===== src/rtl/nois_pkg.sv =====
// Shared definitions for the memory-copy master: FSM states and bus constants.
package nois_pkg;

    typedef enum logic [2:0] {
        IDLE    = 3'd0,
        RD_REQ  = 3'd1,
        RD_WAIT = 3'd2,
        WR_REQ  = 3'd3,
        FINISH  = 3'd4
    } state_t;

    localparam int         BYTES_PER_WORD = 4;
    localparam logic [3:0] BE_ALL         = 4'hF;

endpackage


===== src/rtl/nois_mem_copy_master_if.sv =====
// Avalon-MM master/slave signal bundle used between the copy engine and the interconnect.
interface nois_mem_copy_master_if #(
    parameter int ADDR_W = 32,
    parameter int DATA_W = 32
);
    logic [ADDR_W-1:0] avm_address;
    logic              avm_read;
    logic              avm_write;
    logic [DATA_W-1:0] avm_writedata;
    logic [3:0]        avm_byteenable;
    logic [DATA_W-1:0] avm_readdata;
    logic              avm_readdatavalid;
    logic              avm_waitrequest;

    modport master (
        output avm_address, avm_read, avm_write, avm_writedata, avm_byteenable,
        input  avm_readdata, avm_readdatavalid, avm_waitrequest
    );

    modport slave (
        input  avm_address, avm_read, avm_write, avm_writedata, avm_byteenable,
        output avm_readdata, avm_readdatavalid, avm_waitrequest
    );
endinterface


===== src/rtl/nois_mem_copy_master.sv =====
// Avalon-MM block copier: single-word read then write, one transaction in flight,
// with a running mod-2^32 checksum of the copied words.
module nois_mem_copy_master
    import nois_pkg::*;
#(
    parameter int ADDR_W = 32,
    parameter int LEN_W  = 11,
    parameter int DATA_W = 32
) (
    input  logic                   clk,
    input  logic                   reset,
    input  logic                   start,
    input  logic [ADDR_W-1:0]      src_addr,
    input  logic [ADDR_W-1:0]      dst_addr,
    input  logic [LEN_W-1:0]       length,
    output logic                   busy,
    output logic                   done,
    output logic [DATA_W-1:0]      checksum,
    nois_mem_copy_master_if.master avm
);

    state_t              state_r, next_state_s;
    logic [ADDR_W-1:0]   src_ptr_r, src_ptr_s;
    logic [ADDR_W-1:0]   dst_ptr_r, dst_ptr_s;
    logic [LEN_W-1:0]    remaining_r, remaining_s;
    logic [DATA_W-1:0]   data_r, data_s;
    logic [DATA_W-1:0]   checksum_r, checksum_s;
    logic [ADDR_W-1:0]   addr_r, addr_s;
    logic                read_r, write_r, busy_r, done_r;

    // State register.
    always_ff @(posedge clk) begin
        if (reset) begin
            state_r <= IDLE;
        end else begin
            state_r <= next_state_s;
        end
    end

    // Next-state decode.
    always_comb begin
        next_state_s = state_r;
        case (state_r)
            IDLE: begin
                if (start) begin
                    next_state_s = (length == '0) ? FINISH : RD_REQ;
                end else begin
                    next_state_s = IDLE;
                end
            end
            RD_REQ: begin
                if (!avm.avm_waitrequest) begin
                    next_state_s = RD_WAIT;
                end else begin
                    next_state_s = RD_REQ;
                end
            end
            RD_WAIT: begin
                if (avm.avm_readdatavalid) begin
                    next_state_s = WR_REQ;
                end else begin
                    next_state_s = RD_WAIT;
                end
            end
            WR_REQ: begin
                if (!avm.avm_waitrequest) begin
                    next_state_s = (remaining_r == LEN_W'(1)) ? FINISH : RD_REQ;
                end else begin
                    next_state_s = WR_REQ;
                end
            end
            FINISH:  next_state_s = IDLE;
            default: next_state_s = IDLE;
        endcase
    end

    // Datapath and request next-values; outputs follow next_state so they line up with the state.
    always_comb begin
        src_ptr_s   = src_ptr_r;
        dst_ptr_s   = dst_ptr_r;
        remaining_s = remaining_r;
        data_s      = data_r;
        checksum_s  = checksum_r;
        addr_s      = addr_r;
        case (state_r)
            IDLE: begin
                if (start) begin
                    src_ptr_s   = src_addr;
                    dst_ptr_s   = dst_addr;
                    remaining_s = length;
                    checksum_s  = '0;
                end else begin
                    checksum_s  = checksum_r;
                end
            end
            RD_WAIT: begin
                if (avm.avm_readdatavalid) begin
                    data_s     = avm.avm_readdata;
                    checksum_s = checksum_r + avm.avm_readdata;
                end else begin
                    data_s     = data_r;
                end
            end
            WR_REQ: begin
                if (!avm.avm_waitrequest) begin
                    src_ptr_s   = src_ptr_r + ADDR_W'(BYTES_PER_WORD);
                    dst_ptr_s   = dst_ptr_r + ADDR_W'(BYTES_PER_WORD);
                    remaining_s = remaining_r - LEN_W'(1);
                end else begin
                    remaining_s = remaining_r;
                end
            end
            default: begin
                data_s = data_r;
            end
        endcase
        if (next_state_s == RD_REQ) begin
            addr_s = src_ptr_s;
        end else if (next_state_s == WR_REQ) begin
            addr_s = dst_ptr_s;
        end else begin
            addr_s = addr_r;
        end
    end

    // Datapath and output registers.
    always_ff @(posedge clk) begin
        if (reset) begin
            src_ptr_r   <= '0;
            dst_ptr_r   <= '0;
            remaining_r <= '0;
            data_r      <= '0;
            checksum_r  <= '0;
            addr_r      <= '0;
            read_r      <= 1'b0;
            write_r     <= 1'b0;
            busy_r      <= 1'b0;
            done_r      <= 1'b0;
        end else begin
            src_ptr_r   <= src_ptr_s;
            dst_ptr_r   <= dst_ptr_s;
            remaining_r <= remaining_s;
            data_r      <= data_s;
            checksum_r  <= checksum_s;
            addr_r      <= addr_s;
            read_r      <= (next_state_s == RD_REQ);
            write_r     <= (next_state_s == WR_REQ);
            busy_r      <= (next_state_s == RD_REQ) || (next_state_s == RD_WAIT) ||
                           (next_state_s == WR_REQ);
            done_r      <= (next_state_s == FINISH);
        end
    end

    assign busy               = busy_r;
    assign done               = done_r;
    assign checksum           = checksum_r;
    assign avm.avm_address    = addr_r;
    assign avm.avm_read       = read_r;
    assign avm.avm_write      = write_r;
    assign avm.avm_writedata  = data_r;
    assign avm.avm_byteenable = BE_ALL;

endmodule


===== src/flat_wrapper.sv =====
// flat-port wrapper written by rule: the top's interface ports become plain ports
module nois_mem_copy_master_flat import nois_pkg::*;
#(
    parameter int ADDR_W = 32,
    parameter int LEN_W  = 11,
    parameter int DATA_W = 32
)
  (clk, reset, start, src_addr, dst_addr, length, busy, done, checksum, avm_avm_address, avm_avm_read, avm_avm_write, avm_avm_writedata, avm_avm_byteenable, avm_avm_readdata, avm_avm_readdatavalid, avm_avm_waitrequest);
  nois_mem_copy_master_if #(.ADDR_W(ADDR_W), .DATA_W(DATA_W)) avm_i ();
  input  logic clk;
  input  logic reset;
  input  logic start;
  input  logic [ADDR_W-1:0] src_addr;
  input  logic [ADDR_W-1:0] dst_addr;
  input  logic [LEN_W-1:0] length;
  output logic busy;
  output logic done;
  output logic [DATA_W-1:0] checksum;
  output wire logic [$bits(avm_i.avm_address)-1:0] avm_avm_address;
  output wire logic [$bits(avm_i.avm_read)-1:0] avm_avm_read;
  output wire logic [$bits(avm_i.avm_write)-1:0] avm_avm_write;
  output wire logic [$bits(avm_i.avm_writedata)-1:0] avm_avm_writedata;
  output wire logic [$bits(avm_i.avm_byteenable)-1:0] avm_avm_byteenable;
  input wire logic [$bits(avm_i.avm_readdata)-1:0] avm_avm_readdata;
  input wire logic [$bits(avm_i.avm_readdatavalid)-1:0] avm_avm_readdatavalid;
  input wire logic [$bits(avm_i.avm_waitrequest)-1:0] avm_avm_waitrequest;
  assign avm_avm_address = avm_i.avm_address;
  assign avm_avm_read = avm_i.avm_read;
  assign avm_avm_write = avm_i.avm_write;
  assign avm_avm_writedata = avm_i.avm_writedata;
  assign avm_avm_byteenable = avm_i.avm_byteenable;
  assign avm_i.avm_readdata = avm_avm_readdata;
  assign avm_i.avm_readdatavalid = avm_avm_readdatavalid;
  assign avm_i.avm_waitrequest = avm_avm_waitrequest;
  nois_mem_copy_master #(.ADDR_W(ADDR_W), .LEN_W(LEN_W), .DATA_W(DATA_W)) u_core (.clk(clk), .reset(reset), .start(start), .src_addr(src_addr), .dst_addr(dst_addr), .length(length), .busy(busy), .done(done), .checksum(checksum), .avm(avm_i));
endmodule

===== config.mk =====
export PLATFORM = sky130hd
export DESIGN_NAME = nois_mem_copy_master_flat
export DESIGN_NICKNAME = d
export VERILOG_FILES = /design/src/rtl/nois_pkg.sv /design/src/rtl/nois_mem_copy_master_if.sv /design/src/rtl/nois_mem_copy_master.sv /design/src/flat_wrapper.sv
export SDC_FILE = /design/constraint.sdc
export NUM_CORES = 1
export LEC_CHECK = 0
export ABC_AREA = 1
export CAP_MARGIN = 20
export CORE_MARGIN = 2
export CORE_UTILIZATION = 29
export CTS_CLUSTER_SIZE = 25
export DETAILED_ROUTE_END_ITERATION = 8
export DONT_BUFFER_PORTS = 1
export PLACE_DENSITY_LB_ADDON = 0.2
export SKIP_LAST_GASP = 1
export SLEW_MARGIN = 25
export SYNTH_ARGS = -nofsm -noshare
export SYNTH_HDL_FRONTEND = slang
export SYNTH_SLANG_ARGS = --single-unit
export TNS_END_PERCENT = 1

===== constraint.sdc =====
create_clock -name clk -period 4 [get_ports clk]
set_input_delay 0.4 -clock clk [delete_from_list [all_inputs] [get_ports clk]]
set_output_delay 0.4 -clock clk [all_outputs]
set_load 0.02 [all_outputs]

Word-level counts from Yosys, hierarchy flattened:

Cells that the tools add are included.

* bits in registers: 178
* input port bits: 112
* output and inout bits: 104
* word-level logic and storage cells: 57

* equality and inequality tests: 11
* reduce and logical (&&, ||, !) cells: 10
* multiplexer cells: 21
* $add $sub $neg: 4

Operators with widths (number)
* $mux W32: 8
* $pmux W32 S2: 3
* $add A32 B3 Y32 const B: 2
* $add A32 B32 Y32: 1
* $mux W11: 2
* $pmux W11 S2: 1
* $eq A3 B2 Y1 const B: 4
* $mux W3: 4
* $pmux W3 S4: 1
* $eq A11 B1 Y1 const B: 1
* $logic_not A11 Y1: 1
* $sub A11 B1 Y11 const B: 1
* $eq A3 B1 Y1 const B: 2
* $ne A2 B2 Y1 const B: 3
* $reduce_and A3 Y1: 2
* $reduce_bool A2 Y1: 3
* $eq A3 B3 Y1 const B: 1
* $logic_not A3 Y1: 1
* $logic_or A1 B1 Y1: 2
* $mux W2: 1
* $reduce_and A2 Y1: 1
* $mux W1: 1

Depth between registers and ports, before layout:

Gate-level depths: netlist of the first run.

* word-level depth: 7
* mapped depth: 15
* gate-level depth less buffers: 14

Worst setup path after synthesis of the first run:

No wires, ideal clock.

* path kind: register to register
* start: register u_core.checksum_r[0] (netlist: u_core.checksum[0])
* end: register u_core.checksum_r[28] (netlist: u_core.checksum[28])
* buffers on the path: 0
* setup slack: 1.991 ns
* period minus slack after synthesis: 2.009 ns
* arrival: 1.877 ns
* stages on the path, launching flop included: 14
* required time: 3.868 ns
* library setup time: 0.132 ns
* cells stage by stage: dfxtp_1 -> ha_1 -> inv_1 -> fa_1 -> inv_1 -> nand3_1 -> nand3_1 -> nand2_1 -> nand3_1 -> nand2_1 -> nand2_1 -> nand2_1 -> nand3_1 -> a21oi_1

* longest elaborated chain between the ends: 3

RTL lines
* from (decl): RTL line nois_mem_copy_master.sv:27 `logic [DATA_W-1:0] checksum_r, checksum_s;`
* from (signal assigned): RTL line nois_mem_copy_master.sv:144 `checksum_r <= checksum_s;`
* $add A32 B32 Y32: RTL line nois_mem_copy_master.sv:99 `checksum_s = checksum_r + avm.avm_readdata;`
* $mux W32: RTL line nois_mem_copy_master.sv:97 `if (avm.avm_readdatavalid) begin`
* $pmux W32 S2: RTL line nois_mem_copy_master.sv:85 `case (state_r)`

Every way passes these cells. The select of a mux whose other input is x is not followed.
A chain may end at the register's enable or synchronous reset.

Worst setup path in the final report of the first run:

* start: register u_core.state_r[0]
* end: register u_core.addr_r[8] (netlist: u_core.avm.avm_address[8])

* longest elaborated chain between the ends: 4
* elaborated cells between the ends (all ways): 12
* those cells by class: eq/ne (5); mux (5); reduce/logical (2)

RTL lines
* from (decl): RTL line nois_mem_copy_master.sv:22 `state_t state_r, next_state_s;`
* from (signal assigned): RTL line nois_mem_copy_master.sv:36 `state_r <= next_state_s;`
* $eq A3 B2 Y1, or another cell as far along: RTL line nois_mem_copy_master.sv:43, nois_mem_copy_master.sv:85
* $pmux W3 S4 / $pmux W32 S2 (equally long branches): RTL line nois_mem_copy_master.sv:43, nois_mem_copy_master.sv:85
* $eq A3 B1 Y1, or another cell as far along: RTL line nois_mem_copy_master.sv:117 `if (next_state_s == RD_REQ) begin`
* $mux W32 / $reduce_bool A2 Y1 (equally long branches)
* to (signal assigned): RTL line nois_mem_copy_master.sv:145 `addr_r <= addr_s;`
* to (decl): RTL line nois_mem_copy_master.sv:28 `logic [ADDR_W-1:0] addr_r, addr_s;`

Parallel ways exist; a longest one is shown, timed or not. The select of a mux whose other input is x is not followed.

==> results of run 1 <==
-- metal layers --
layer	GRT usage [%]	share of wire, %	vias to the layer above
met3	5.70	7.0	67
met1	24.1	43	5347
met2	33.2	46	348
met4	10.1	3.9	0
li1	-	-	6041
met5	0	0	-
-- state kept, by name, summed over array words and instances, names as in the netlist --
name and flops:
u_core.src_ptr_r 32, u_core.dst_ptr_r 32, u_core.avm.avm_address 32, u_core.state_r 3, u_core.remaining_r 11, u_core.avm.avm_write 1
u_core.avm.avm_writedata 32, u_core.avm.avm_read 1, u_core.done 1, u_core.checksum 32, u_core.busy 1
-- logic make-up (layout without fill, tap and decap cells) --
| group | Yosys count | count (layout) | synth area share, % |
|---|---|---|---|
| AO/OA/AOI/OAI | 283 | 283 | 12.9 |
| XOR/XNOR | 12 | 12 | 0.912 |
| adder cells (fa/ha/maj) | 36 | 36 | 3.98 |
| buffers and inverters | 345 | 318 | 12.0 |
| flip-flops | 178 | 178 | 30.9 |
| multiplexers | 2 | 2 | 0.174 |
| other | 1 | 6 | 0.0326 |
| AND/OR/NAND/NOR | 1071 | 1071 | 39.1 |
-- per-stage QoR --
stage / total power [mW] / utilization, % / cells
after detailed placement: 2.87 / 30.2 / 2394
after floorplan: 2.66 / - / 1931
after global placement: 2.86 / 30.2 / 2394
after global routing: 4.81 / 31.8 / 2430
after CTS: 4.65 / 31.7 / 2429
final: 4.58 / 31.8 / 2431
-- worst paths after layout --
kind	slack [ns]	depth (start not counted)	end	start
setup reg to reg	1.33	10	u_core.avm.avm_address[8]	u_core.state_r[0]
setup / recovery	1.33	10	u_core.avm.avm_address[8]	u_core.state_r[0]
hold / removal	0.05	2	u_core.avm.avm_writedata[25]	avm_avm_readdata[25]
hold reg to reg	0.50	2	u_core.dst_ptr_r[0]	u_core.dst_ptr_r[0]
-- synthesized netlist by cell type, types with 3 or more instances --
cell type / n / area (µm²)
nand2_1: 676 / 2540
inv_1: 263 / 987
nand3_1: 187 / 936
dfxtp_1: 178 / 3560
a21oi_1: 164 / 821
nor2_1: 126 / 473
o21ai_0: 86 / 430
ha_1: 35 / 438
clkbuf_1: 33 / 124
buf_2: 22 / 110
nor3_1: 21 / 105
nand4_1: 19 / 119
or2_2: 13 / 81.3
inv_2: 11 / 41.3
buf_4: 10 / 75.1
xor2_1: 10 / 87.6
a31oi_1: 8 / 50.1
o211ai_1: 8 / 60.1
and2_1: 7 / 43.8
nand3b_1: 6 / 45.0
a22oi_1: 4 / 30.0
a211oi_1: 3 / 22.5
nor2_2: 3 / 18.8
o21a_1: 3 / 22.5
-- power groups by stage --
stage                     clock network (mW)  registers (mW)  logic [mW]
after global placement                     0            2.12       0.745
after detailed placement                   0            2.12       0.749
after floorplan                            0            2.07       0.598
after CTS                               1.78            2.08       0.787
after global routing                    1.83            2.09       0.889
final                                   1.72            2.08       0.782
-- final cells by class --
type	instances	area, µm²	share of cell area (%)
multi-input combinational	1408	6590	52.6
sequential	178	3560	28.4
inverter	275	1030	8.26
tap	525	657	5.24
clock buffer	19	443	3.53
clock inverter	13	124	0.988
timing repair buffer	11	118	0.939
antenna	2	5.00	0.0399
-- timing repair --
item	CTS	global route
endpoints found under the setup margin	0	0
endpoints found under the hold margin	109	0
hold buffers	3	0
==> key figures, run 1 <==
Detailed routing
  • DR WL/cell: 17.1 µm
  • Drt pass-1 iters: 7
  • Initial DRC count: 810
  • Detail Route Antenna Nets: 0
  • Via count: 11800
  • DRC viols: 0
  • Post-Route WL: 41.5 mm
  • Avg Vias per Cell: 4.86

STA
  • Max-slew violation count: 0
  • RSZ-0062 raised after global routing: no
  • Period utilization: 66.7%
  • WHS: 0.0481 ns
  • PnR worst setup slack: 1.33 ns
  • Final Hold Viols: 0
  • Clk_skew: 0.0154 ns
  • Tmin final: 2.67 ns
  • Setup TNS: 0 ns
  • Slew @ Worst Pin: 0.808 ns
  • Slew margin rel.: 45.9%
  • Fmax: 375 MHz
  • # setup viols final: 0

Clock tree
  • H-Tree Depth: 4
  • Clock slew at reported path FFs: 0.07 ns
  • Clk buf depth: 2
  • Worst skew pair latency: 0.50 ns
  • CTS sink count: 178
  • Post-CTS Repair Setup Buffers: 0
  • CTS resizes: 0
  • CTS tree: yes
  • Num CTS Buffers: 17
  • CTS Root Cell: clkbuf_16

Floorplan
  • Die area: 41300 µm²
  • Core area: 39500 µm²
  • Starting Density: 29.2%
  • Die X: 203 µm
  • I/O pin total: 216
  • Row cnt: 73
  • Chip Height: 203 µm

Logic synthesis
  • Ys async rst share: 0%
  • Register area share after synthesis: 30.9%
  • Post-synth EDFFs: 0
  • Synthesized area: 11500 µm²
  • Top FF cell, synth: dfxtp_1
  • Seq cells post-synth: 178
  • Synth unique cells: 45
  • Yosys warnings: 0
  • Avg Cell Area, Syn: 5.97 µm²
  • Cells after Synth: 1928

Pwr
  • Sw Share: 34.5%
  • Peak supply drop: 0.351 mV
  • Clock power share: 37.6%
  • Leakage: 5.68 nW
  • Int Pwr: 3.00 mW
  • Reg power frac: 45.4%
  • Sw power: 1.58 mW
  • Comb power frac: 17.1%
  • Pwr dens: 366 nW/µm²

Critical path
  • WP data required: 4.39 ns
  • CP top delay family: simple AND/OR/NAND/NOR gates
  • CP dominant cell by count: nand2_1
  • Slowest stage delay, CP: 0.72 ns
  • Crit path DAT: 3.06 ns
  • Critical Path Sink Type: flop
  • Crit Path Max Fanout: 37
  • Slowest CP cell: nand2_2
  • Worst-path cell chain: nand3_2, nand2_2, inv_1, nand2_1, nand2_1, or2_2, nand2_1, nand3_1, nand2_1, inv_1
  • Startpoint Class: flop
  • CP bufs+invs: 2
  • Setup CP Type: flop to flop

Global routing
  • Antenna violations before repair: 2
  • GR Util All Layers: 20.2%
  • Largest net degree at the start of global routing: 110
  • First-pass GRT wire length: 63.4 mm
  • GRT overflow: 0
  • Vias in the first global route: 11100

Outcome
  • Run status: finished clean

Final layout
  • Layout Nets: 2039
  • Most frequent cells in the layout: 676 x nand2_1, 262 x inv_1, 187 x nand3_1
  • Commonest non-fill, non-tap cell in the layout: nand2_1
  • Area Overhead vs Synth: 8.80%
  • Fraction of layout cells with a size suffix above 1: 4.20%
  • Post-route cell area: 12500 µm²
  • Fillcell total: 4518

Place
  • Dpl hpwl: 30.9 mm
  • Global placement routability congestion: 0.906
  • Dpl ws: 1.34 ns
  • IO buf count: 0
  • Cell Area, Placed: 11900 µm²

Worst hold path
  • Hold Crit Class: input port to flop

Run
  • Max Cap Violations: 0
No activity file was read; power rests on OpenSTA's default activity.
==> run 2, diff against run 1 <==
- clock period: 4 -> 2.2 ns (I/O delays scaled with it)
==> run 2 against run 1 <==
  * Via count rose by 4.8%
  * Routed wire length rose by 1.6%
  * Final area is 11% higher
  * Utilization grew 3.5 points
  * Critical path depth down 2
  * Cell count grew 5.3%
  * Global-route usage rose by 0.43 points
  * Die area unchanged
  * First-iteration DRC count fell by 3.6%
  * Largest power group unchanged
  * Highest routed layer is now met5
==> key figures, run 2 (synthesis gave the netlist of run 1 again) <==
Global routing
  • Vias in the first global route: 11800
  • GRT overflow: 0
  • GR Util All Layers: 20.6%
  • Antenna violations before repair: 4
  • First-pass GRT wire length: 65.2 mm
  • Largest net degree at the start of global routing: 112

Pwr
  • Sw Share: 31.7%
  • Comb power frac: 19.0%
  • Pwr dens: 639 nW/µm²
  • Leakage: 6.40 nW
  • Int Pwr: 6.06 mW
  • Clock power share: 38.7%
  • Peak supply drop: 0.836 mV
  • Sw power: 2.82 mW
  • Reg power frac: 42.2%
  • Power after layout: 8.87 mW

Clock tree
  • Worst skew pair latency: 0.48 ns
  • CTS Root Cell: clkbuf_16
  • H-Tree Depth: 4
  • Clk buf depth: 2
  • CTS sink count: 178
  • Num CTS Buffers: 17
  • Clock slew at reported path FFs: 0.07 ns
  • CTS tree: yes

Critical path
  • Critical Path Sink Type: flop
  • WP data required: 2.62 ns
  • Crit Path Max Fanout: 29
  • Setup CP Type: flop to flop
  • Crit path DAT: 2.61 ns
  • Startpoint Class: flop

Detailed routing
  • Initial DRC count: 781
  • Drt pass-1 iters: 8
  • Via count: 12400
  • DRC viols: 0
  • Detail Route Antenna Nets: 0
  • Post-Route WL: 42.2 mm
  • Avg Vias per Cell: 4.83
  • DR WL/cell: 16.5 µm

Floorplan
  • Row cnt: 73
  • Chip Height: 203 µm
  • Die area: 41300 µm²
  • Starting Density: 29.2%
  • Die X: 203 µm
  • I/O pin total: 216
  • Core area: 39500 µm²

STA
  • WHS: 0.0280 ns
  • # setup viols final: 0
  • Period utilization: 99.5%
  • PnR worst setup slack: 0.0106 ns
  • Max-slew violation count: 0
  • Slew margin rel.: 58.2%
  • RSZ-0062 raised after global routing: yes
  • Clk_skew: 0.0111 ns
  • Tmin final: 2.19 ns
  • Final Hold Viols: 0
  • Slew @ Worst Pin: 0.626 ns
  • Fmax: 457 MHz

Final layout
  • Fraction of layout cells with a size suffix above 1: 6.73%
  • Commonest non-fill, non-tap cell in the layout: nand2_1
  • Most frequent cells in the layout: 676 x nand2_1, 262 x inv_1, 187 x nand3_1
  • Non-Filler Instances: 2561
  • Layout Nets: 2172
  • Area Overhead vs Synth: 20.6%

Place
  • IO buf count: 0
  • Dpl ws: 0.136 ns
  • Global placement routability congestion: 0.888
  • Dpl hpwl: 31.3 mm
  • DP Cell Count: 2448

Run
  • Max Cap Violations: 0

Worst hold path
  • Hold Crit Class: input port to flop

Outcome
  • Run status: finished clean
-- run 2: changes by cell type in the layout (fill, tap and decap cells not counted), sizes merged, moves of 3 or more --
cell and change:
inv -6, clkinvlp -3, dlygate4sd3 +80, clkbuf +3, buf +53, bufinv +3
-- run 2: path summary, 6_finish.rpt --
path / slack (ns) / start / end / cells after the start
min reg2reg: 0.49 / u_core.remaining_r[7] / u_core.remaining_r[7] / 2
min: 0.03 / dst_addr[14] / u_core.dst_ptr_r[14] / 2
max reg2reg: 0.01 / u_core.state_r[0] / u_core.src_ptr_r[7] / 8
max: 0.01 / u_core.state_r[0] / u_core.src_ptr_r[7] / 8
-- run 2: timing repair --
| action | in CTS | in global routing |
|---|---|---|
| endpoints found under the setup margin | 0 | 30 |
| hold buffers | 82 | 0 |
| endpoints found under the hold margin | 153 | 0 |
| buffers inserted | 0 | 0 |
| resized for setup | 0 | 7 |
-- run 2: stage by stage --
stage          setup TNS, ns  util [%]  cell area (µm²)
3_3_place_gp               0      31.4            12400
6_report                   0      35.2            13900
2_1_floorplan              0         -            11500
5_1_grt                -1.56      35.2            13900
4_1_cts                    0      35.2            13900
3_5_place_dp               0      31.4            12400
-- run 2: critical path, cell delays in order, from the launching register on --
cell and delay, ns:
dfxtp_1 0.45, nand3_2 0.20, inv_2 0.14, buf_4 0.39, nand2_1 0.11, nand2_1 0.07
nand2_1 0.06, a21oi_1 0.15, dlygate4sd3_1 0.55
-- run 2: power by group through the flow --
stage                     Sequential [mW]  Combinational [mW]  Clock, mW
after global routing                 3.78                1.90       3.64
final                                3.75                1.69       3.44
after CTS                            3.75                1.70       3.55
after floorplan                      3.76                1.09          0
after global placement               3.82                1.50          0
after detailed placement             3.82                1.51          0
-- run 2: final cells by class --
| cell class | count | area (µm²) |
|---|---|---|
| Antenna cell | 1 | 2.50 |
| Clock buffer | 22 | 484 |
| Clock inverter | 8 | 151 |
| Fill cell | 4370 | 25600 |
| Inverter | 275 | 1030 |
| Multi-Input combinational cell | 1408 | 6610 |
| Sequential cell | 178 | 3560 |
| Tap cell | 525 | 657 |
| Timing Repair Buffer | 144 | 1390 |
-- run 2: layer usage --
metal	GRT usage [%]	routed length, µm
met1	24.1	17900
met2	34.1	19500
met3	7.25	3310
met4	8.81	1530
met5	0	30
==> run 3, diff against run 2 <==
- CORE_UTILIZATION: 29 -> 59
==> run 3 against run 2 <==
  * The run now ends with hold timing left
  * Critical endpoint is now u_core.src_ptr_r[29]
  * Global-route usage is 14 points higher
  * Combinational power is 6% lower
  * Register-to-register slack hardly changed
  * Highest routed layer is now met4
  * Clock skew is 0.0040 ns higher
  * First-iteration DRC count is 2.2% lower
==> key figures, run 3 (synthesis gave the netlist of run 1 again) <==
Outcome
  • Run status: complete, but fails checks
  • Failing checks: hold timing

Critical path
  • Slowest stage delay, CP: 0.57 ns
  • Setup CP Type: flop to flop
  • Worst R2R End: u_core.src_ptr_r[29]
  • Worst-path cell chain: nand2_1, nor2_1, nand3_2, nor2_4, buf_4, nand2_1, nand2_1, nand3_1, a21oi_1, dlygate4sd3_1
  • Slowest CP cell: dlygate4sd3_1
  • R2r setup slk: 0.02 ns
  • CP bufs+invs: 2
  • CP dominant cell by count: nand2_1
  • R2R depth: 10
  • Crit path DAT: 2.56 ns
  • Worst r2r src: u_core.src_ptr_r[4]
  • Critical Path Sink Type: flop
  • CP top delay family: simple AND/OR/NAND/NOR gates
  • CP Depth: 10
  • Startpoint Class: flop
  • WP data required: 2.58 ns
  • Crit Path Max Fanout: 5

Place
  • Dpl hpwl: 26.1 mm
  • Global placement routability congestion: 0.916
  • Cell Area, Placed: 11900 µm²
  • IO buf count: 0

Detailed routing
  • Detail Route Antenna Nets: 0
  • Post-Route WL: 36.5 mm
  • DR WL/cell: 16.0 µm
  • Drt pass-1 iters: 5
  • Avg Vias per Cell: 5.47
  • DRC viols: 0
  • Initial DRC count: 764
  • Via count: 12400

Floorplan
  • Chip Height: 144 µm
  • Die area: 20700 µm²
  • Die X: 144 µm
  • I/O pin total: 216
  • Row cnt: 51
  • Starting Density: 59.6%
  • Core area: 19300 µm²

STA
  • Max-slew violation count: 0
  • Slew @ Worst Pin: 0.577 ns
  • Fmax: 460 MHz
  • Slew margin rel.: 61.6%
  • WHS: -0.00264 ns
  • Tmin final: 2.18 ns
  • Setup TNS: 0 ns
  • RSZ-0062 raised after global routing: yes
  • # setup viols final: 0
  • Final Hold Viols: 2
  • Period utilization: 98.9%
  • Clk_skew: 0.0152 ns

Global routing
  • Vias in the first global route: 11500
  • GRT overflow: 0
  • Antenna violations before repair: 0
  • GR Util All Layers: 34.6%
  • Largest net degree at the start of global routing: 107
  • First-pass GRT wire length: 56.3 mm

Final layout
  • Fraction of layout cells with a size suffix above 1: 6.97%
  • Area Overhead vs Synth: 15.0%
  • Commonest non-fill, non-tap cell in the layout: nand2_1
  • Ant. Diodes: 0
  • Most frequent cells in the layout: 676 x nand2_1, 262 x inv_1, 184 x nand3_1
  • Layout Nets: 2145
  • Post-route cell area: 13300 µm²

Clock tree
  • H-Tree Depth: 4
  • Num CTS Buffers: 17
  • CTS sink count: 178
  • CTS Root Cell: clkbuf_16
  • Worst skew pair latency: 0.44 ns
  • CTS tree: yes
  • Clock slew at reported path FFs: 0.07 ns
  • Clk buf depth: 2

Worst hold path
  • Hold Path End: u_core.avm.avm_writedata[1]
  • Hold Crit Class: input port to flop
  • Min-delay src: avm_avm_readdata[1]
  • Hold path depth: 2

Run
  • Max Cap Violations: 0

Pwr
  • Leakage: 6.25 nW
  • Pwr dens: 627 nW/µm²
  • Peak supply drop: 0.550 mV
  • Power after layout: 8.31 mW
==> run 3: metal layers <==
layer	up-vias	global-route usage [%]	wire, µm	part of all wire (%)
met5	-	0	0	0
met4	0	16.8	1740	4.8
met3	111	8.23	2770	7.6
met2	474	61.7	17900	49
met1	5598	38.6	14100	39
li1	6256	-	-	-
==> run 3: repair_timing <==
action                                  4_1_cts  5_1_grt
endpoints found under the hold margin       140        0
hold buffers                                 64        0
resized for setup                             0       21
endpoints found under the setup margin        0       59
buffers inserted                              0        3
==> run 3: final cells by class <==
type                       count  area, µm²
clock inverter                13        110
multi-input combinational   1408       6640
clock buffer                  19        443
fill                        1814       6080
inverter                     275       1040
sequential                   178       3570
tap                          265        332
timing repair buffer         117       1120
==> run 3: metrics by stage <==
step	std cells	util [%]	hold slack (ns)	setup slack, ns
after floorplan	1931	-	0.364	0.191
after global placement	2175	61.7	0.299	0.186
after detailed placement	2175	61.7	0.299	0.135
after CTS	2271	67.9	0.00214	0.0156
after global routing	2275	68.5	0.0113	-0.141
final	2275	68.5	-0.00264	0.0238
==> run 3: worst max-delay path by stage <==
stage	to	from
floorplan	u_core.checksum[28]	u_core.checksum[0]
finish	u_core.src_ptr_r[29]	u_core.src_ptr_r[4]
CTS	u_core.src_ptr_r[26]	u_core.src_ptr_r[2]
detailed placement	u_core.checksum[5]	u_core.state_r[0]
global route	u_core.src_ptr_r[29]	u_core.src_ptr_r[4]
global placement	u_core.checksum[28]	u_core.checksum[12]
==> run 3: power by group <==
group / leakage [nW] / internal, mW / total [mW] / switching (mW)
sequential: 1.45 / 3.44 / 3.75 / 0.312
clock: 0.273 / 1.59 / 2.97 / 1.38
combinational: 4.52 / 0.563 / 1.59 / 1.02
total: 6.25 / 5.59 / 8.31 / 2.72
